--- config.mk ---
export PLATFORM = sky130hd
export DESIGN_NAME = vic_clk_enable_gen
export DESIGN_NICKNAME = d
export VERILOG_FILES = /design/src/rtl/vic_clk_enable_gen.sv
export SDC_FILE = /design/constraint.sdc
export NUM_CORES = 1
export LEC_CHECK = 0
export BUFFER_PORTS_ARGS = -buffer_cell sky130_fd_sc_hd__buf_2
export CORE_AREA = 2 2 49 51
export CTS_CLUSTER_DIAMETER = 200
export CTS_CLUSTER_SIZE = 30
export DETAILED_ROUTE_END_ITERATION = 10
export DIE_AREA = 0 0 51 53
export GPL_TIMING_DRIVEN = 0
export PLACE_DENSITY = 0.49
export SLEW_MARGIN = 20
export SYNTH_ARGS = -nofsm -noshare
export SYNTH_HDL_FRONTEND = slang
export SYNTH_SLANG_ARGS = --single-unit
--- constraint.sdc ---
create_clock -name clkin -period 2.7 [get_ports clkin]
set_input_delay 0.135 -clock clkin [delete_from_list [all_inputs] [get_ports clkin]]
set_output_delay 0.135 -clock clkin [all_outputs]
set_load 0.01 [all_outputs]
--- src/rtl/vic_clk_enable_gen.sv ---
// VIC-II clock-enable generator: stretched reset, dot-clock enable and phi0/phi2 phase decode.
// Optional define VIC_CLK_PAUSE_EN adds a pause input that halts the counter at a phi cycle boundary.
module vic_clk_enable_gen #(
    parameter int RST_CYCLES = 16
) (
    input  logic       clkin,
    input  logic       reset,
`ifdef VIC_CLK_PAUSE_EN
    input  logic       pause,
`endif
    output logic       rst_out,
    output logic       dot_ce,
    output logic       phi0,
    output logic       phi2_rise_ce,
    output logic       phi2_fall_ce,
    output logic [2:0] dot_phase
);

    localparam logic [7:0] RST_LOAD = 8'(RST_CYCLES);

    logic [7:0] rst_cnt;
    logic [5:0] phase;
    logic       halt;
    logic       stretching;
    logic       run;

    assign stretching = (rst_cnt != 8'd0);
    assign run        = !stretching && !halt;

    // NOTE: sequential state uses non-blocking assignments only, so every
    // register samples the pre-edge values of its neighbours.
    always_ff @(posedge clkin) begin
        if (reset) begin
            rst_cnt <= RST_LOAD;
            phase   <= 6'd0;
        end else begin
            if (stretching)
                rst_cnt <= rst_cnt - 8'd1;
            // Natural 6-bit wrap gives the 63 -> 0 rollover with no gap.
            if (run)
                phase <= phase + 6'd1;
        end
    end

`ifdef VIC_CLK_PAUSE_EN
    // Halt is only entered on the phi2 falling enable, so the counter has
    // just wrapped to 0 and every enable is already low while halted.
    always_ff @(posedge clkin) begin
        if (reset)
            halt <= 1'b0;
        else if (halt) begin
            if (!pause)
                halt <= 1'b0;
        end else if (pause && phi2_fall_ce)
            halt <= 1'b1;
    end
`else
    assign halt = 1'b0;
`endif

    // Pure decode of registered state; no input reaches an output combinationally.
    assign rst_out      = stretching;
    assign dot_ce       = run && (phase[2:0] == 3'd7);
    assign phi2_rise_ce = run && (phase == 6'd31);
    assign phi2_fall_ce = run && (phase == 6'd63);
    assign phi0         = phase[5];
    assign dot_phase    = phase[5:3];

endmodule

[Word level (Yosys, flattened, before mapping)]
Index checks and enable logic that the tools add are counted.
Storage, ports and cells
  register bits after elaboration: 14
  output and inout bits: 8
  input port bits: 2
  logic and storage cells: 12
Cells by class
  $add $sub $neg: 2
  reduce and logical (&&, ||, !) cells: 5
  equality and inequality tests: 3
Operators with widths (number)
  $reduce_bool A8 Y1: 1
  $sub A8 B1 Y8 const B: 1
  $add A6 B1 Y6 const B: 1
  $eq A6 B5 Y1 const B: 1
  $eq A6 B6 Y1 const B: 1
  $eq A3 B3 Y1 const B: 1
  $logic_and A1 B1 Y1: 3
  $logic_not A1 Y1: 1

[Longest topological paths before layout]
  depth in word-level cells: 3
  depth in mapped cells: 7
  depth with buffers taken out: 6

[Worst setup path before layout]
OpenSTA, ideal clock, no wires.
  kind: reg-to-output
  start: reg rst_cnt[0]
  end: out phi2_rise_ce
  data arrival time: 1863 ps
  buffers on the path: 1
  data required time: 2565 ps
  setup slack: 702 ps
  stages on the path, launching flop included: 8
  path through: dfxtp_1 > inv_1 > ha_1 > or4b_4 > buf_6 > nor2_4 > inv_2 > nor4_1
On the way
  cells in the longest elaborated chain, start to end: 3
Ends and longest elaborated chain
  from (decl): line 21  | logic [7:0] rst_cnt;
  from (signal assigned): line 38  | rst_cnt <= rst_cnt - 8'd1;
  $reduce_bool A8 Y1: line 27  | assign stretching = (rst_cnt != 8'd0);
  via rst_out: line 11  | output logic rst_out,
  $logic_not A1 Y1: line 28  | assign run = !stretching && !halt;
  $logic_and A1 B1 Y1: line 64  | assign phi2_rise_ce = run && (phase == 6'd31);
  to (decl): line 14  | output logic phi2_rise_ce,
The timed path passes the listed nets, and every way through them passes these cells.

[Worst setup path in the final report]
  start: reg rst_cnt[0]
  end: out phi2_rise_ce
On the way
  cells in the longest elaborated chain, start to end: 3
Ends and longest elaborated chain (line)
  $reduce_bool A8 Y1: 27
  $logic_not A1 Y1: 28
  $logic_and A1 B1 Y1: 64
Every way passes these cells.

==> results.tsv <==
metric	value	unit
outcome	finished, final reports clean	
clock root buffer	clkbuf_4	
Final min period	2.42	ns
CTS tree	built	
drt wl/cell	13.0	um
Worst-Skew Late Latency	0.28	ns
XOR/XNOR share of the synthesized area	1.20	%
synthesized area	729	sq um
Buf/Inv on CP	4	
Critical Path End Type	primary output	
CTS sink count	14	
I/O Buffers	9	
Hold WC Path Type	in2reg	
worst setup skew after layout	0.00675	ns
gr ovfl total	0	
Std-Cell Rows	17	
initial antenna violation count	0	
Fill cells	235	
list of most frequent post-synthesis cells	dfxtp_1, a21oi_1, nand3_1	
DIE AREA	2700	sq um
htree depth	1	
Synth Area in Simple Gates	28.5	%
setup TNS	0	ns
CP top delay family	simple AND/OR/NAND/NOR gates	
PD cells	828	nW/um^2
compound-gate portion of the synthesized area	18.0	%
max-cap viol count	0	
# IOs	10	
die height	53	um
Post-route DRC	0	
fin nets	103	
most frequent cell after synthesis	dfxtp_1	
CP max stage cell	or4b_4	
Startpoint Class	register	
fmax	0.414	GHz
headroom to the max-slew limit	40.7	%
critical path cell sequence	inv_1 > ha_1 > or4b_4 > buf_6 > nor2_4 > inv_2 > nor4_1 > buf_2	
Setup Buffers After CTS	0	
Worst VDD drop	0.384	mV
crit share post-route	89.5	%
commonest register cell after synthesis	dfxtp_1	
Post-Synthesis Cells	84	
Hold-fix buffers, CTS	0	
Yosys reg bits	14	
Initial DRC Count	4	
vias after detailed routing	685	
library cells used by synthesis	28	
Internal	0.000417	W
CP Max Fanout	10	
Synth top area share	38.4	%
Slew @ Worst Pin	0.878	ns
worst path required time	2.57	ns
Clock Power Share	17.2	%
part of the power in registers	45.1	%
post-CTS resize count	0	
mean cell area of the mapped netlist	8.68	sq um
final setup violating endpoints	0	
first drt pass iteration count	4	
largest cells by area after synthesis	dfxtp_1, a21oi_1, ha_1, nand3_1, o31ai_1	
fraction of layout instances using a drive strength above 1	21.9	%
vias in the first global route	616	
Core ar.	2150	sq um
HPWL after DPL	1170	um
CP Data Arrival Time	2.28	ns
n_diodes	0	
main combinational cell family by area after synthesis	simple AND/OR/NAND/NOR gates	
post-synthesis mux area share	1.54	%
total CTS buffers	3	
Fin. Hold Viols	0	
EDFF count, synth	0	
clk slew on worst S/H paths	0.09	ns
asr flop ratio synth	0	%
Sw Share	39.4	%
worst stage delay on the critical path	0.52	ns
Leak	0.317	nW
area leader, netlist	dfxtp_1	
Routed WL	1620	um
GPL Wtd Cong	0.765	
largest net degree at the start of global routing	11	
post-DR vias/cell	5.52	
synth warn	0	
GRT Util Overall	14.7	%
Synth Area in Adders	5.15	%
syn nets	89	
RSZ-0062 raised after global routing	false	
Initial Util	34.0	%
combinational power share	37.8	%
global-route wire length before repair	2860	um
Post-DRT Antenna Nets	0	
Seq/Total Area, Yosys	38.4	%
CP Class	reg2out	
Longest Clk Path Bufs	2	
Design Power	0.000689	W
Slew Limit Fails	0	
Die Width	51	um
switching power	0.000271	W
Layout area overhead	14.1	%
## layout by cell type (no fill, tap or decap)
master     synthesis  final
nor2_1             4      4
or4b_4             1      1
dfxtp_1           14     14
inv_1              2      2
or3_1              3      3
inv_2              1      1
nor2b_1            1      1
nand2_1            3      3
ha_1               3      3
o31ai_1            4      4
a21oi_1            9      9
o21ai_0            5      5
clkbuf_1           2      2
nand3_1            6      6
clkbuf_4           0      3
nor2_4             1      1
mux2_2             1      1
buf_2              0      9
and3_1             2      2
buf_6              1      1
nor3_1             5      5
a211oi_1           3      3
buf_4              3      3
xnor2_1            1      1
or4_1              3      3
o41ai_1            1      1
nor4_1             2      2
nand4bb_1          1      1
or3b_2             1      1
nor4b_1            1      1
## registers in the layout, summed over array words and instances, names as in the netlist
register and count:
phase 6, rst_cnt 8
## final cells by class
type                    instances  area [sq um]  area share (%)
well taps                      28          35.0            4.21
multi-input cells              61           397            47.7
flip-flops and latches         14           280            33.7
repair buffers                  9          45.0            5.41
inverters                       3          11.3            1.35
clock buffers                   3          22.5            2.71
plain buffers                   6          41.3            4.96
## cell families (layout without fill, tap and decap cells)
kind of cell,Yosys count,count (layout)
XOR/XNOR,1,1
AO/OA/AOI/OAI,22,22
flip-flops,14,14
buffers and inverters,9,21
AND/OR/NAND/NOR,34,34
adder cells (fa/ha/maj),3,3
multiplexers,1,1
## metal layers
layer	part of all wire, %	routed length (um)	vias to the layer above	GRT usage [%]
met1	47	760	324	18.0
met4	1.1	17	0	5.41
met5	0	0	-	0
met3	6.8	110	2	5.93
li1	-	-	341	-
met2	45	727	18	22.9
## path summary, 6_finish.rpt
path | slack, ns | cells after the start | from | endpoint
setup / recovery | 0.28 | 8 | rst_cnt[0] | phi2_rise_ce
hold reg to reg | 0.51 | 2 | rst_cnt[7] | rst_cnt[6]
setup reg to reg | 0.67 | 5 | rst_cnt[0] | phase[5]
hold / removal | 0.11 | 2 | reset | rst_cnt[3]
## power by group through the flow
stage,clock [W],combinational (W),sequential [W]
3_5_place_dp,0,0.000261,0.000315
6_report,0.000118,0.000260,0.000310
4_1_cts,0.000127,0.000263,0.000310
3_3_place_gp,0,0.000258,0.000313
5_1_grt,0.000135,0.000299,0.000322
2_1_floorplan,0,0.000207,0.000301
## through the flow
stage | util (%) | hold WS (ns) | setup WS [ns] | area (sq um) | std cells
global route | 38.7 | 0.114 | 0.0421 | 832 | 124
CTS | 38.7 | 0.0984 | 0.268 | 832 | 124
floorplan | - | 0.213 | 0.702 | 729 | 84
global placement | 37.7 | 0.408 | 0.577 | 810 | 121
detailed placement | 37.7 | 0.405 | 0.599 | 810 | 121
finish | 38.7 | 0.113 | 0.285 | 832 | 124
No activity file was read; power rests on OpenSTA's default activity.
